**config.mk**
```make
export PLATFORM = sky130hd
export DESIGN_NAME = instr_dispatch_queue
export DESIGN_NICKNAME = d
export VERILOG_FILES = /design/src/rtl/instr_dispatch_queue.sv
export SDC_FILE = /design/constraint.sdc
export NUM_CORES = 1
export LEC_CHECK = 0
export CAP_MARGIN = 20
export CORE_MARGIN = 1.5
export CORE_UTILIZATION = 37
export CTS_CLUSTER_SIZE = 14
export DETAILED_ROUTE_END_ITERATION = 8
export GPL_TIMING_DRIVEN = 0
export PLACE_DENSITY = 0.58
export SYNTH_ARGS = -nofsm -noshare
export SYNTH_HDL_FRONTEND = slang
export SYNTH_SLANG_ARGS = --single-unit
```
**constraint.sdc**
```tcl
create_clock -name Clock -period 3.55 [get_ports Clock]
set_input_delay 0.5325 -clock Clock [delete_from_list [all_inputs] [get_ports Clock]]
set_output_delay 0.5325 -clock Clock [all_outputs]
set_load 0.02 [all_outputs]
```
**src/rtl/instr_dispatch_queue.sv**
```systemverilog
// In-order instruction dispatch queue: circular buffer feeding add/sub and
// mul/div reservation stations, with a registered dispatch port and stall counter.
module instr_dispatch_queue #(
  parameter int WIDTH     = 16,
  parameter int DEPTH     = 8,
  parameter int AF_MARGIN = 2
) (
  input  logic                     Clock,
  input  logic                     Reset,
  input  logic                     Push,
  input  logic [WIDTH-1:0]         Push_Instr,
  input  logic                     Pop,
  input  logic                     Flush,
  input  logic                     RS_Add_Full,
  input  logic                     RS_Mul_Full,
  output logic                     Push_Ready,
  output logic                     Dispatch_Valid,
  output logic [WIDTH-1:0]         Dispatch_Instr,
  output logic                     Dispatch_Class,
  output logic [$clog2(DEPTH):0]   Count,
  output logic                     Empty,
  output logic                     Full,
  output logic                     Almost_Full,
  output logic [15:0]              Stall_Count
);

  localparam int PW = $clog2(DEPTH);
  localparam int CW = PW + 1;
  localparam logic [CW-1:0] DEPTH_C = CW'(DEPTH);
  localparam logic [CW-1:0] AF_C    = CW'(DEPTH - AF_MARGIN);

  logic [WIDTH-1:0] mem [DEPTH];
  logic [PW-1:0]    head;
  logic [PW-1:0]    tail;
  logic [CW-1:0]    count;

  logic [WIDTH-1:0] head_instr;
  logic             head_class;
  logic             target_full;
  logic             fire;
  logic             blocked;
  logic             push_ok;

  // Status flags come only from the registered count.
  assign Count       = count;
  assign Empty       = (count == '0);
  assign Full        = (count == DEPTH_C);
  assign Almost_Full = (count >= AF_C);
  assign Push_Ready  = (count < DEPTH_C);

  // Class is opcode bit 1: ADD/SUB -> 0, MUL/DIV -> 1.
  always_comb begin
    head_instr  = mem[head];
    head_class  = head_instr[WIDTH-3];
    target_full = head_class ? RS_Mul_Full : RS_Add_Full;
    fire        = Pop & ~Empty & ~Flush & ~target_full;
    blocked     = Pop & ~Empty & ~Flush & target_full;
    push_ok     = Push & ~Flush & ~Full;
  end

  always_ff @(posedge Clock) begin
    if (push_ok) begin
      mem[tail] <= Push_Instr;
    end
  end

  always_ff @(posedge Clock) begin
    if (Reset || Flush) begin
      head <= '0;
      tail <= '0;
      count <= '0;
    end else begin
      if (push_ok) begin
        tail <= tail + 1'b1;
      end
      if (fire) begin
        head <= head + 1'b1;
      end
      case ({push_ok, fire})
        2'b10:   count <= count + 1'b1;
        2'b01:   count <= count - 1'b1;
        default: count <= count;
      endcase
    end
  end

  // Flush clears the valid pulse but leaves the last dispatched word visible.
  always_ff @(posedge Clock) begin
    if (Reset) begin
      Dispatch_Valid <= 1'b0;
      Dispatch_Instr <= '0;
      Dispatch_Class <= 1'b0;
    end else begin
      Dispatch_Valid <= fire;
      if (fire) begin
        Dispatch_Instr <= head_instr;
        Dispatch_Class <= head_class;
      end
    end
  end

  always_ff @(posedge Clock) begin
    if (Reset) begin
      Stall_Count <= '0;
    end else if (blocked && (Stall_Count != '1)) begin
      Stall_Count <= Stall_Count + 1'b1;
    end
  end

endmodule
```
Word level (Yosys, flattened, before mapping)
Memories as Yosys holds them, arrays and structs flattened. A register that Yosys moved wholly into a read port is not among the register bits.
Index checks and enable logic that the tools add are counted.
Storage, ports and cells
  register bits after elaboration: 44
  latch bits: 0
  RAM bits: 128
  bits in read-only memories: 0
  bits of input ports: 23
  output and inout port bits: 42
  word-level logic and storage cells: 39
  memories kept: 1
Cells by class
  $add $sub $neg: 5
  $mul: 0
  div/mod/pow operators: 0
  $lt $le $gt $ge: 2
  equality and inequality tests: 4
  shift-type cells: 0
  multiplexer cells: 6
  bitwise logic cells: 10
  reductions and logical operators: 4
Memories
  mem: depth 8, width 16, rd ports 1, clocked after Yosys merged registers in 1, write ports 1, RTL line 32  | logic [WIDTH-1:0] mem [DEPTH];
Operators by type and width (count)
  16-bit by 1-bit adder with 16-bit output, second input constant: 1
  16-bit != test, second input constant: 1
  4-bit case mux with 2 select lines: 1
  3-bit by 1-bit adder with 3-bit output, second input constant: 2
  1-bit AND: 6
  3-bit two-way mux: 2
  4-bit by 1-bit adder with 4-bit output, second input constant: 1
  4-bit == test, second input constant: 1
  4-bit by 3-bit >= comparator with 1-bit output, second input constant: 1
  4-bit zero test: 1
  4-bit < comparator, second input constant: 1
  1-bit inverter: 4
  4-bit by 1-bit subtractor with 4-bit output, second input constant: 1
  1-bit two-way mux: 3
  2-bit by 1-bit == test with 1-bit output, second input constant: 1
  2-bit == test, second input constant: 1
  2-bit nonzero test: 1
  1-bit logical AND: 1
  1-bit logical OR: 1

Logic depth before layout (Yosys ltp)
  depth after elaboration: 7
  depth in mapped cells: 13
  gate-level depth less buffers: 11

Worst setup path before layout
Ideal clock, no wire load.
  path kind: reg-to-reg
  from: reg count[1], in the netlist Count[1]
  to: reg count[2], in the netlist Count[2]
  arrival time: 3.217 ns
  data required time: 3.480 ns
  path slack: 0.263 ns
  cell stages (with the launch flop): 13
  path buffers: 2
  clock period less this slack: 3.287 ns
  cells stage by stage: dfxtp_1 -> clkbuf_1 -> nor4_1 -> nor3b_1 -> and2_1 -> clkbuf_1 -> ha_1 -> xor2_1 -> ha_1 -> a21oi_1 -> xor2_1 -> or3_1 -> a21oi_1
Between the ends
  longest elaborated chain between the ends: 7
Ends and longest elaborated chain
  start: declaration: RTL line 35  | logic [CW-1:0] count;
  start signal: assignment: RTL line 80  | 2'b10: count <= count + 1'b1;
  start signal: assignment: RTL line 81  | 2'b01: count <= count - 1'b1;
  start signal: assignment: RTL line 82  | default: count <= count;
  4-bit zero test *: RTL line 46  | assign Empty = (count == '0);
  named net Empty: RTL line 21  | output logic Empty,
  1-bit inverter *: RTL line 56  | fire = Pop & ~Empty & ~Flush & ~target_full;
  1-bit AND * (3 in series): RTL line 56
  named net fire: RTL line 40  | logic fire;
  2-bit by 1-bit == test with 1-bit output or 2-bit == test (tied branches): RTL line 79  | case ({push_ok, fire})
  4-bit case mux with 2 select lines or 2-bit nonzero test (tied branches)
Mark *: on every way through the listed nets, which the timed path passes. The rest lies on a longest branch.
A chain may end at the register's enable or synchronous reset.

==> impl_metrics.csv <==
group,metric,value,unit
timing,min_period,3.31,ns
cts,cts_tree,"done",
yosys,synth_edf_count,128,
placed_design,dpl.hpwl,10100,um
drt,post_drt_wl_per_cell,19.5,um
floorplanning,initial_core_util,38.1,%
yosys,synth_area_per_cell,15.9,sq um
cts,cts.sinks,174,
layout,stdcell_area,8550,sq um
yosys,yosys.area.top_type,"edfxtp_1",
worst_hold_path,hold_class,"register to register",
yosys,netlist_area,6910,sq um
setup_path,worstSetupEndpointType,"register",
cts,cts_setup_buffers,0,
layout,layout.nets,555,
layout,multiInputGateArea,2040,sq um
global_route,grt_usage,16.2,%
yosys,synth_top_area_share,55.7,%
layout,register_area,4760,sq um
cts,ctsHoldBuffers,0,
placed_design,port_buffers,64,
timing,setup_viol,0,
drt,drt_iter0_markers,310,
cts,clk_pin_slew,0.07,ns
yosys,yosys-top-cells-area,"edfxtp_1 56%, dfxtp_1 13%, mux4_2 10%",
pwr,power,0.00405,W
pwr,leakage,2.61,nW
timing,drv_slew,0,
worst_hold_path,whs_path_depth,2,
drt,drc,8,
timing,period_share,93.1,%
cts,cts_buffers,17,
global_route,grt_first_pass_wirelength,23500,um
layout,fillers,1581,
timing,fmax,0.302,GHz
cts,clkLatencyLatePin,0.43,ns
pwr,p_int,0.00317,W
placed_design,place_area,7980,sq um
yosys,yosys_warnings,0,
placed_design,gp_congestion,0.820,
setup_path,worstPathArrival,3.66,ns
timing,worst-slew-pin-transition,1.00,ns
layout,final_cell_mix,"128 x edfxtp_1, 64 x clkdlybuf4s50_1, 46 x dfxtp_1",
cts,clockBufferDepth,2,
floorplanning,dieArea,19500,sq um
cts,root_buffer,"clkbuf_16",
global_route,grt_pass1_vias,4113,
floorplanning,chipHeight,140,um
pwr,ir_drop,0.358,mV
setup_path,critical_path_class,"register to register",
drt,dr.pass1.iters,7,
yosys,ys_seq_area_share,69.0,%
yosys,synth_cell_types,41,
timing,setup_ws,0.244,ns
pwr,swShare,21.7,%
floorplanning,die_x,140,um
timing,rsz0062_at_grt,"false",
pwr,power_density,474,nW/um^2
drt,ant_nets,0,
drt,vias,4150,
yosys,synth-main-ff-cell,"edfxtp_1",
run_status,status,"finished, violations left",
layout,area_delta_synth_final,23.8,%
global_route,antenna_found_initial,0,
global_route,grt_util_met2,26.8,%
floorplanning,core,18100,sq um
floorplanning,row_count,49,
timing,fin_hold_ws,0.489,ns
flow_run,cap_violations,0,
drt,routed_via_density,5.40,
placed_design,preCtsSetupSlack,-0.221,ns
global_route,met1_usage,21.6,%
setup_path,crit_required,3.90,ns
cts,htreeDepth,4,
global_route,grt_overflow,0,
global_route,gr-max-usage-layer,"met2",
yosys,yosys_register_bits,174,
drt,drt_wl_total,15000,um
floorplanning,ioPinCount,65,
layout,drive_gt1_share,16.5,%
yosys,synthArstFlopShare,0,%
layout,diodes,0,
layout,layout_commonest_cell,"edfxtp_1",
run_status,violations,"design-rule violations",
yosys,syn_inst,435,
yosys,synth_fp_nets,464,
pwr,switchingPower,0.000879,W
setup_path,reg2regPathDepth,12,
setup_path,worst-path-max-fanout,12,
pwr,comb_power_share,3.1,%
timing,fin_skew,0.0116,ns
layout,utilization,47.1,%
global_route,grt_max_degree,17,
global_route,use_met3,3.27,%
pwr,pwr-share-clk,42.6,%
timing,relSlewSlack,33.2,%
setup_path,cp-start-kind,"register",
timing,hold_viol,0,
pwr,sequentialPowerShare,54.2,%
==> power groups by stage <==
stage          clock, W  combinational [W]  sequential [W]
6_report        0.00173           0.000127         0.00220
5_1_grt         0.00183           0.000139         0.00220
4_1_cts         0.00176           0.000129         0.00220
3_5_place_dp          0           0.000128         0.00224
3_3_place_gp          0           0.000121         0.00224
2_1_floorplan         0          0.0000495         0.00225
==> per-layer routing <==
layer / part of all wire (%) / vias up / wire [um]
li1: - / 1929 / -
met1: 45 / 2099 / 6800
met2: 49 / 107 / 7300
met3: 4.5 / 15 / 678
met4: 1.3 / 0 / 189
met5: 0 / - / 0
==> logic make-up (layout without fill, tap and decap cells) <==
family | count (synthesis) | count (layout) | share of synthesized area (%)
flops | 174 | 174 | 69.0
simple gates | 87 | 87 | 6.90
compound gates | 80 | 80 | 7.17
mux | 52 | 52 | 13.5
buf+inv | 32 | 136 | 1.83
fa+ha+maj | 6 | 6 | 1.09
xor+xnor | 4 | 4 | 0.507
==> worst max-delay path, stage by stage, from the launching register on <==
cell      delay, ns
dfxtp_1        0.31
clkbuf_1       0.23
mux4_2         0.57
mux2i_4        0.23
mux2i_1        0.26
and2_2         0.34
ha_1           0.31
xor2_1         0.17
ha_1           0.16
a21oi_1        0.05
xor2_1         0.16
or3_1          0.31
a21oi_1        0.14
==> cell type report <==
| type | count | area share, % |
|---|---|---|
| Sequential cell | 174 | 55.7 |
| Multi-Input combinational cell | 229 | 23.9 |
| Timing Repair Buffer | 74 | 9.21 |
| Clock buffer | 19 | 5.18 |
| Tap cell | 229 | 3.35 |
| Clock inverter | 13 | 1.23 |
| Buffer | 24 | 1.13 |
| Inverter | 6 | 0.264 |
==> synth_stat cells (all sizes together) (2+ instances only) <==
master  instances
a211oi         16
a21oi          34
and2            3
and3            3
buf             8
clkbuf         18
dfxtp          46
edfxtp        128
ha              6
inv             6
mux2i          20
mux4           32
nand2          18
nand2b          5
nand3           5
nand4           6
nor2           17
nor3            3
nor4bb          2
o21ai          10
o31ai          12
or3             8
or4            11
xor2            4
==> path summary, 6_finish.rpt <==
path / start / endpoint / slack (ns)
worst max-delay path: register / Count[2]$_SDFFE_PP0P_ / 0.24
worst min-delay path: tail[0]$_SDFFE_PP0P_ / tail[0]$_SDFFE_PP0P_ / 0.49
worst max register to register: register / Count[2]$_SDFFE_PP0P_ / 0.24
worst min register to register: tail[0]$_SDFFE_PP0P_ / tail[0]$_SDFFE_PP0P_ / 0.49
==> metrics by stage <==
step,std cells,TNS (ns)
floorplan,435,0
detailed placement,736,-0.221
CTS,766,0
global route,768,0
global placement,728,-24.64
finish,768,0
==> registers in the layout, summed over array words and instances (netlist names), named ones only <==
signal / cells
head: 3
tail: 3
mem: 128
Count: 4
Dispatch_Instr: 16
Stall_Count: 16
Dispatch_Valid: 1
==> repair_timing <==
item / 4_1_cts / 5_1_grt
cloned: 0 / 0
endpoints found under the setup margin: 2 / 1
hold endpoints to repair: 0 / 0
gates resized for setup: 0 / 1
No activity file was read; power rests on OpenSTA's default activity.
